### src/rtl/mram_readout_ctrl_if.sv
// rtl/mram_readout_ctrl_if.sv - host, MRAM and shifter signals of the MRAM read-out sequencer
interface mram_readout_ctrl_if #(
  parameter int ADDR_W = 10
);
  logic              req;
  logic [ADDR_W-1:0] req_addr;
  logic [1:0]        req_word_sel;
  logic              busy;
  logic              done;
  logic              err;
  logic              mram_rd_req;
  logic [ADDR_W-1:0] mram_addr;
  logic              mram_rd_ack;
  logic              ser_en;
  logic              ser_load;
  logic              ser_send;
  logic [1:0]        ser_word_sel;
  logic              bit_valid;

  modport master (
    output req, req_addr, req_word_sel, mram_rd_ack,
    input  busy, done, err, mram_rd_req, mram_addr,
           ser_en, ser_load, ser_send, ser_word_sel, bit_valid
  );

  modport slave (
    input  req, req_addr, req_word_sel, mram_rd_ack,
    output busy, done, err, mram_rd_req, mram_addr,
           ser_en, ser_load, ser_send, ser_word_sel, bit_valid
  );
endinterface

### src/rtl/mram_readout_ctrl.sv
// rtl/mram_readout_ctrl.sv - MRAM read handshake, shifter load and 8/16-bit serial framing
// Optional READ timeout with ERR state is compiled in by defining RDCTRL_TIMEOUT_EN.
module mram_readout_ctrl #(
  parameter int ADDR_W = 10
`ifdef RDCTRL_TIMEOUT_EN
  , parameter int TIMEOUT_CYC = 255
`endif
) (
  input logic                clk,
  input logic                rst_n,
  mram_readout_ctrl_if.slave bus
);

  typedef enum logic [2:0] {
    S_IDLE,
    S_READ,
    S_LOAD,
    S_SHIFT,
    S_DONE
`ifdef RDCTRL_TIMEOUT_EN
    , S_ERR
`endif
  } state_t;

  state_t            state_q, state_d;
  logic [ADDR_W-1:0] addr_q;
  logic [1:0]        sel_q;
  logic [3:0]        bit_cnt_q;
  logic [3:0]        last_idx;
  logic              err_q;
  logic              bit_valid_q;
  logic              req_legal;
  logic              req_illegal;

  assign req_legal   = bus.req && (bus.req_word_sel != 2'b00);
  assign req_illegal = bus.req && (bus.req_word_sel == 2'b00);
  // Full word shifts 16 bits, either byte select shifts 8.
  assign last_idx    = (sel_q == 2'b11) ? 4'd15 : 4'd7;

`ifdef RDCTRL_TIMEOUT_EN
  localparam int TO_W = $clog2(TIMEOUT_CYC + 1);
  logic [TO_W-1:0] to_cnt_q;

  always_ff @(posedge clk or negedge rst_n) begin
    if (!rst_n) begin
      to_cnt_q <= '0;
    end else if (state_q == S_READ) begin
      to_cnt_q <= to_cnt_q + TO_W'(1);
    end else begin
      to_cnt_q <= '0;
    end
  end
`endif

  always_ff @(posedge clk or negedge rst_n) begin
    if (!rst_n) begin
      state_q <= S_IDLE;
    end else begin
      state_q <= state_d;
    end
  end

  always_comb begin
    state_d = state_q;
    case (state_q)
      S_IDLE:  if (req_legal) state_d = S_READ;
      S_READ: begin
        if (bus.mram_rd_ack) begin
          state_d = S_LOAD;
        end
`ifdef RDCTRL_TIMEOUT_EN
        else if (to_cnt_q == TO_W'(TIMEOUT_CYC - 1)) begin
          state_d = S_ERR;
        end
`endif
      end
      S_LOAD:  state_d = S_SHIFT;
      S_SHIFT: if (bit_cnt_q == last_idx) state_d = S_DONE;
      S_DONE:  state_d = S_IDLE;
`ifdef RDCTRL_TIMEOUT_EN
      S_ERR:   state_d = S_IDLE;
`endif
      default: state_d = S_IDLE;
    endcase
  end

  always_comb begin
    bus.busy         = (state_q != S_IDLE);
    bus.ser_en       = (state_q != S_IDLE);
    bus.mram_rd_req  = (state_q == S_READ);
    bus.ser_load     = (state_q == S_LOAD);
    bus.ser_send     = (state_q == S_SHIFT);
    bus.done         = (state_q == S_DONE);
    bus.mram_addr    = addr_q;
    bus.ser_word_sel = sel_q;
    bus.bit_valid    = bit_valid_q;
`ifdef RDCTRL_TIMEOUT_EN
    bus.err          = err_q || (state_q == S_ERR);
`else
    bus.err          = err_q;
`endif
  end

  // Request capture, bit counter and the registered flags that trail the state by one cycle.
  always_ff @(posedge clk or negedge rst_n) begin
    if (!rst_n) begin
      addr_q      <= '0;
      sel_q       <= 2'b00;
      bit_cnt_q   <= 4'd0;
      err_q       <= 1'b0;
      bit_valid_q <= 1'b0;
    end else begin
      err_q       <= (state_q == S_IDLE) && req_illegal;
      bit_valid_q <= (state_q == S_SHIFT);
      if ((state_q == S_IDLE) && req_legal) begin
        addr_q <= bus.req_addr;
        sel_q  <= bus.req_word_sel;
      end
      if (state_q == S_LOAD) begin
        bit_cnt_q <= 4'd0;
      end else if (state_q == S_SHIFT) begin
        bit_cnt_q <= bit_cnt_q + 4'd1;
      end
    end
  end

endmodule

### src/flat_wrapper.sv
// flat-port wrapper written by rule: the top's interface ports become plain ports
module mram_readout_ctrl_flat 
#(
  parameter int ADDR_W = 10

)
  (clk, rst_n, bus_req, bus_req_addr, bus_req_word_sel, bus_mram_rd_ack, bus_busy, bus_done, bus_err, bus_mram_rd_req, bus_mram_addr, bus_ser_en, bus_ser_load, bus_ser_send, bus_ser_word_sel, bus_bit_valid);
  mram_readout_ctrl_if #(.ADDR_W(ADDR_W)) bus_i ();
  input logic clk;
  input logic rst_n;
  input wire logic [$bits(bus_i.req)-1:0] bus_req;
  input wire logic [$bits(bus_i.req_addr)-1:0] bus_req_addr;
  input wire logic [$bits(bus_i.req_word_sel)-1:0] bus_req_word_sel;
  input wire logic [$bits(bus_i.mram_rd_ack)-1:0] bus_mram_rd_ack;
  output wire logic [$bits(bus_i.busy)-1:0] bus_busy;
  output wire logic [$bits(bus_i.done)-1:0] bus_done;
  output wire logic [$bits(bus_i.err)-1:0] bus_err;
  output wire logic [$bits(bus_i.mram_rd_req)-1:0] bus_mram_rd_req;
  output wire logic [$bits(bus_i.mram_addr)-1:0] bus_mram_addr;
  output wire logic [$bits(bus_i.ser_en)-1:0] bus_ser_en;
  output wire logic [$bits(bus_i.ser_load)-1:0] bus_ser_load;
  output wire logic [$bits(bus_i.ser_send)-1:0] bus_ser_send;
  output wire logic [$bits(bus_i.ser_word_sel)-1:0] bus_ser_word_sel;
  output wire logic [$bits(bus_i.bit_valid)-1:0] bus_bit_valid;
  assign bus_i.req = bus_req;
  assign bus_i.req_addr = bus_req_addr;
  assign bus_i.req_word_sel = bus_req_word_sel;
  assign bus_i.mram_rd_ack = bus_mram_rd_ack;
  assign bus_busy = bus_i.busy;
  assign bus_done = bus_i.done;
  assign bus_err = bus_i.err;
  assign bus_mram_rd_req = bus_i.mram_rd_req;
  assign bus_mram_addr = bus_i.mram_addr;
  assign bus_ser_en = bus_i.ser_en;
  assign bus_ser_load = bus_i.ser_load;
  assign bus_ser_send = bus_i.ser_send;
  assign bus_ser_word_sel = bus_i.ser_word_sel;
  assign bus_bit_valid = bus_i.bit_valid;
  mram_readout_ctrl #(.ADDR_W(ADDR_W)) u_core (.clk(clk), .rst_n(rst_n), .bus(bus_i));
endmodule
### config.mk
export PLATFORM = sky130hd
export DESIGN_NAME = mram_readout_ctrl_flat
export DESIGN_NICKNAME = d
export VERILOG_FILES = /design/src/rtl/mram_readout_ctrl_if.sv /design/src/rtl/mram_readout_ctrl.sv /design/src/flat_wrapper.sv
export SDC_FILE = /design/constraint.sdc
export NUM_CORES = 1
export LEC_CHECK = 0
export ABC_AREA = 1
export BUFFER_PORTS_ARGS = -buffer_cell sky130_fd_sc_hd__buf_2
export CAP_MARGIN = 20
export CORE_MARGIN = 4
export CORE_UTILIZATION = 29
export CTS_BUF_LIST = sky130_fd_sc_hd__clkbuf_4 sky130_fd_sc_hd__clkbuf_8
export CTS_CLUSTER_SIZE = 20
export DETAILED_ROUTE_END_ITERATION = 8
export SLEW_MARGIN = 30
export SYNTH_ARGS = -nofsm -noshare
export SYNTH_HDL_FRONTEND = slang
export SYNTH_SLANG_ARGS = --single-unit
### constraint.sdc
create_clock -name clk -period 1.6 [get_ports clk]
set_input_delay 0.32 -clock clk [delete_from_list [all_inputs] [get_ports clk]]
set_output_delay 0.32 -clock clk [all_outputs]
set_load 0.05 [all_outputs]
=== Yosys cells after proc, flatten, opt, wreduce, memory -nomap -nowiden ===
Index checks and enable logic that the tools add are counted.

* Add/sub/neg operators: 1
* Multipliers: 0
* Div/mod/pow operators: 0
* Magnitude comparators: 0
* Equal/unequal tests: 9
* Shift-type cells: 0
* Muxes and demuxes: 7
* Bitwise operators: 0
* Reduce and logical (&&, ||, !) cells: 10

{| class="wikitable"
|+ Operators by type and width
! cell !! number
|-
| $mux 4 || 3
|-
| $pmux 3 s4 || 1
|-
| $mux 3 || 3
|-
| $eq 3x2->1 const B || 2
|-
| $add 4x1->4 const B || 1
|-
| $eq 4x4->1 || 1
|-
| $logic_and 1x1->1 || 4
|-
| $ne 2x1->1 const B || 2
|-
| $reduce_bool 2->1 || 2
|-
| $eq 3x1->1 const B || 1
|-
| $eq 3x3->1 const B || 1
|-
| $logic_not 3->1 || 1
|-
| $reduce_and 3->1 || 1
|-
| $reduce_bool 3->1 || 1
|-
| $eq 2x2->1 const B || 1
|-
| $logic_not 2->1 || 1
|-
| $ne 2x2->1 const B || 1
|}

* Bits in registers: 21
* Latch bits: 0
* Bits in writable memories: 0
* Bits in read-only memories: 0
* Input port bits: 16
* Output and inout bits: 20
* Memories: 0

=== Logic depth before layout (Yosys ltp) ===
* Depth in word-level cells: 5
* Gate-level depth with buffers: 9
* Depth with buffers taken out: 8

=== Worst setup path after synthesis ===
Ideal clock, no wire load.

* Kind: register -> output
* Start: reg u_core.state_q[0]
* End: out bus_done
* Arrival time: 1.532 ns
* Slack: -0.252 ns
* Cell stages (with the launch flop): 2
* Cells stage by stage: dfrtp_1 > nor3_1

* Word-level cells in the longest chain between the ends: 1

{| class="wikitable"
|+ RTL lines
! what !! RTL line !! RTL
|-
| start: declaration || mram_readout_ctrl.sv:25 || <nowiki>state_t state_q, state_d;</nowiki>
|-
| start signal: assignment || mram_readout_ctrl.sv:59 || <nowiki>state_q <= state_d;</nowiki>
|-
| $eq 3x3->1 || mram_readout_ctrl.sv:93 || <nowiki>bus.done = (state_q == S_DONE);</nowiki>
|-
| end: declaration || flat_wrapper.sv:16 || <nowiki>output wire logic [$bits(bus_i.done)-1:0] bus_done;</nowiki>
|}

No other way between the ends.

=== Final worst setup path ===
* Start: reg u_core.state_q[0]
* End: out bus_ser_load

* Word-level cells in the longest chain between the ends: 1

{| class="wikitable"
|+ RTL lines
! what !! RTL line !! RTL
|-
| $eq 3x2->1 || mram_readout_ctrl.sv:91 || <nowiki>bus.ser_load = (state_q == S_LOAD);</nowiki>
|-
| end: declaration || flat_wrapper.sv:21 || <nowiki>output wire logic [$bits(bus_i.ser_load)-1:0] bus_ser_load;</nowiki>
|}

No other way between the ends.

==> summary.md <==
| Metric | Value |
|---|---|
| Input/output buffers | 35 |
| End of the critical path | bus_ser_load |
| Worst Setup End Kind | primary output |
| Crit-path slowest cell | dfrtp_2 |
| Layout Nets | 177 |
| DR iter-0 viols | 42 |
| Final hold violations | 0 |
| Synth area leader | dfrtp_1 |
| Mapped cell area | approximately 980 µm² |
| Inst Count DP | between 150 and 200 |
| CP arrival | 1240 ps |
| Gpl congestion | 0.777 |
| Congestion Overflow GR | 0 |
| First-pass GRT wire length | 3830 µm |
| Setup TNS | 0 ps |
| TritonCTS Buffers | 3 |
| Worst slew margin | 0.682 |
| WL final | around 2200 µm |
| Run status | finished, final reports clean |
| DRT Pass-1 Iters | 4 |
| # Max-Cap Violations | 0 |
| Worst EP required | 1280 ps |
| Dominant cells by area after synthesis | dfrtp_1, nand2_1, inv_1 |
| RR Endpoint | u_core.state_q[0] |
| Num ports | 36 |
| Vias | 854 |
| Syn Area/Cell | 8.50 µm² |
| Pwr per Cell Area | ~2400 nW/µm² |
| Max Clock Freq | 639 MHz |
| Clock sinks | 21 |
| Worst path cell trace | nor2_4 -> nand2_2 -> inv_2 -> buf_8 |
| Fin Clk Skew | 9.39 ps |
| CP Launch Type | flop |
| Number of vias per cell | 4.21 |
| Period minus WS final | ~1600 ps |
| Initial antenna violation count | 0 |
| Syn Inst Count | 115 |
| Register area share after synthesis | 0.538 |
| Critical Path Fanout Max | 5 |
| DIE WIDTH | 66.1 µm |
| Die area | 4360 µm² |
| Non-filler cells, final | 203 |
| Synthesis-stage register bit count | 21 |
| Final slew viol count | 0 |
| # DRC | 0 |
| Area grow syn2layout | 33.9% |
| Synth Warn # | 0 |
| RSZ-0062 raised after global routing | true |
| Final setup vio count | 0 |
| Synthesized Nets | between 100 and 150 |
| HP Class | in -> reg |
| Total track usage | 0.114 |
| Post-synth top area share | 0.538 |
| FF-to-FF Start | u_core.state_q[1] |
| Core ar. | 3130 µm² |
| DP HPWL | around 1700 µm |
| Cell Rows | 20 |
| Leakage | 0.757 nW |
| CP Launch Point | u_core.state_q[0] |
| Routed WL per cell | 10.8 µm |
| Routed Antenna Nets | 0 |
| Largest net degree at the start of global routing | 22 |
| Root Driver | clkbuf_4 |
| Reg2reg path depth | 8 |
| CTS H-Tree Depth | 1 |
| Period utilisation layout | 0.978 |
| Starting Density | 0.312 |
| Distinct cell type count after synthesis | 17 |
| Clk_lat worst skew | ~320 ps |
| Worst reg2reg setup slack | 280 ps |
| Worst Tran Pin Value | 476 ps |
| Ant diodes | 0 |
| Hold path startpoint | bus_req_word_sel[0] |
| Number of global-route vias before repair | 874 |
| Maximum single-stage delay on the critical path | 470 ps |
| CTS tree | done |
| Max clock buf depth | 2 |
| Reg clk slew, reported paths | 130 ps |
| Worst VDD drop | between 800 and 900 µV |
| Worst Path Class, Setup | reg -> out |
| Share of layout cells above drive strength 1 | 0.377 |
| Die height | between 60 and 70 µm |
[timing repair]
action                     in CTS  in global routing
hold buffers                    1                  0
gates cloned                    0                  0
hold endpoints to repair       21                  0
pin swaps                       2                  3
setup endpoints to repair       3                  3
setup buffers                   2                  4
resized for setup               9                  4
[layer usage]
layer	vias to the layer above	global-route usage	routed length [µm]
li1	435	-	-
met1	387	0.130	944
met2	29	0.196	1030
met3	3	0.0527	205
met4	0	0.0228	10
met5	-	0	0
[worst min-delay path by stage]
stage / to / slack (ps) / cells after the start
4_1_cts: u_core.bus.err / 160 / 2
2_1_floorplan: u_core.bit_cnt_q[0] / 20 / 0
6_report: u_core.bus.err / 170 / 2
5_1_grt: u_core.bus.err / 140 / 2
3_5_place_dp: u_core.bit_cnt_q[1] / 310 / 1
3_3_place_gp: u_core.bit_cnt_q[1] / 300 / 1
[layout by cell type (no fill, tap or decap), drive strengths merged, types with 2 or more instances in the layout]
cell type,Yosys,final
nor2,11,11
o21ai,3,3
nor3,2,2
dfrtp,21,21
clkbuf,0,3
inv,14,14
buf,3,42
nand3,6,6
nand2,51,51
[worst max-delay path, delay by kind of cell, from the launching register on]
family        cells  cell delay, ps
buf+inv           2             190
flops             1             470
simple gates      2             270
[kinds of logic (layout without fill, tap and decap cells)]
family                     after synthesis  in the layout  share of synthesized area
and+or+nand+nor                         70             70                      0.327
DFF                                     21             21                      0.538
buffers and inverters                   17             61                     0.0845
AOI/OAI and AO/OA                        5              5                     0.0294
adders and majority gates                1              1                     0.0128
xor gates and xnor gates                 1              1                    0.00896
[layout make-up]
| cell class | instances | area, µm² |
|---|---|---|
| Clock inverter | 1 | 7.51 |
| Clock buffer | 3 | 22.5 |
| Sequential cell | 21 | 527 |
| Timing Repair Buffer | 43 | 260 |
| Tap cell | 44 | 55.1 |
| Fill cell | 332 | 1820 |
| Inverter | 14 | 52.6 |
| Multi-Input combinational cell | 77 | 384 |
[synth_stat cells]
library cell  instances
ha_1                  1
nand3_1               6
buf_4                 1
nand2_4               2
nor2_1                8
inv_1                12
nor2_4                2
o21ai_0               3
nand2_1              49
dfrtp_1              21
buf_6                 2
nor3_1                2
xor2_1                1
a22o_1                1
nor2_8                1
inv_2                 2
a21oi_1               1
[stage by stage]
stage	hold slack, ps	util	worst slack (ps)	power, mW	area, µm²
5_1_grt	143	0.418	-24.1	3.37	1310
3_5_place_dp	312	0.380	177	2.69	1190
4_1_cts	161	0.405	6.42	3.07	1270
3_3_place_gp	303	0.380	225	2.66	1190
6_report	171	0.418	35.2	3.14	1310
2_1_floorplan	24.4	-	161	2.33	982
[registers in the layout, summed over array words and instances (netlist names)]
register                 count
u_core.bit_cnt_q             4
u_core.bus.bit_valid         1
u_core.bus.err               1
u_core.bus.mram_addr        10
u_core.bus.ser_word_sel      2
u_core.state_q               3
[power by group]
part / switching (mW) / total (mW) / internal (mW)
Clock: 0.178 / 0.273 / 0.0954
Combinational: 1.40 / 1.96 / 0.558
Sequential: 0.161 / 0.915 / 0.753
Total: 1.74 / 3.14 / 1.41
Note: power is estimated with default switching activity, not from simulation.
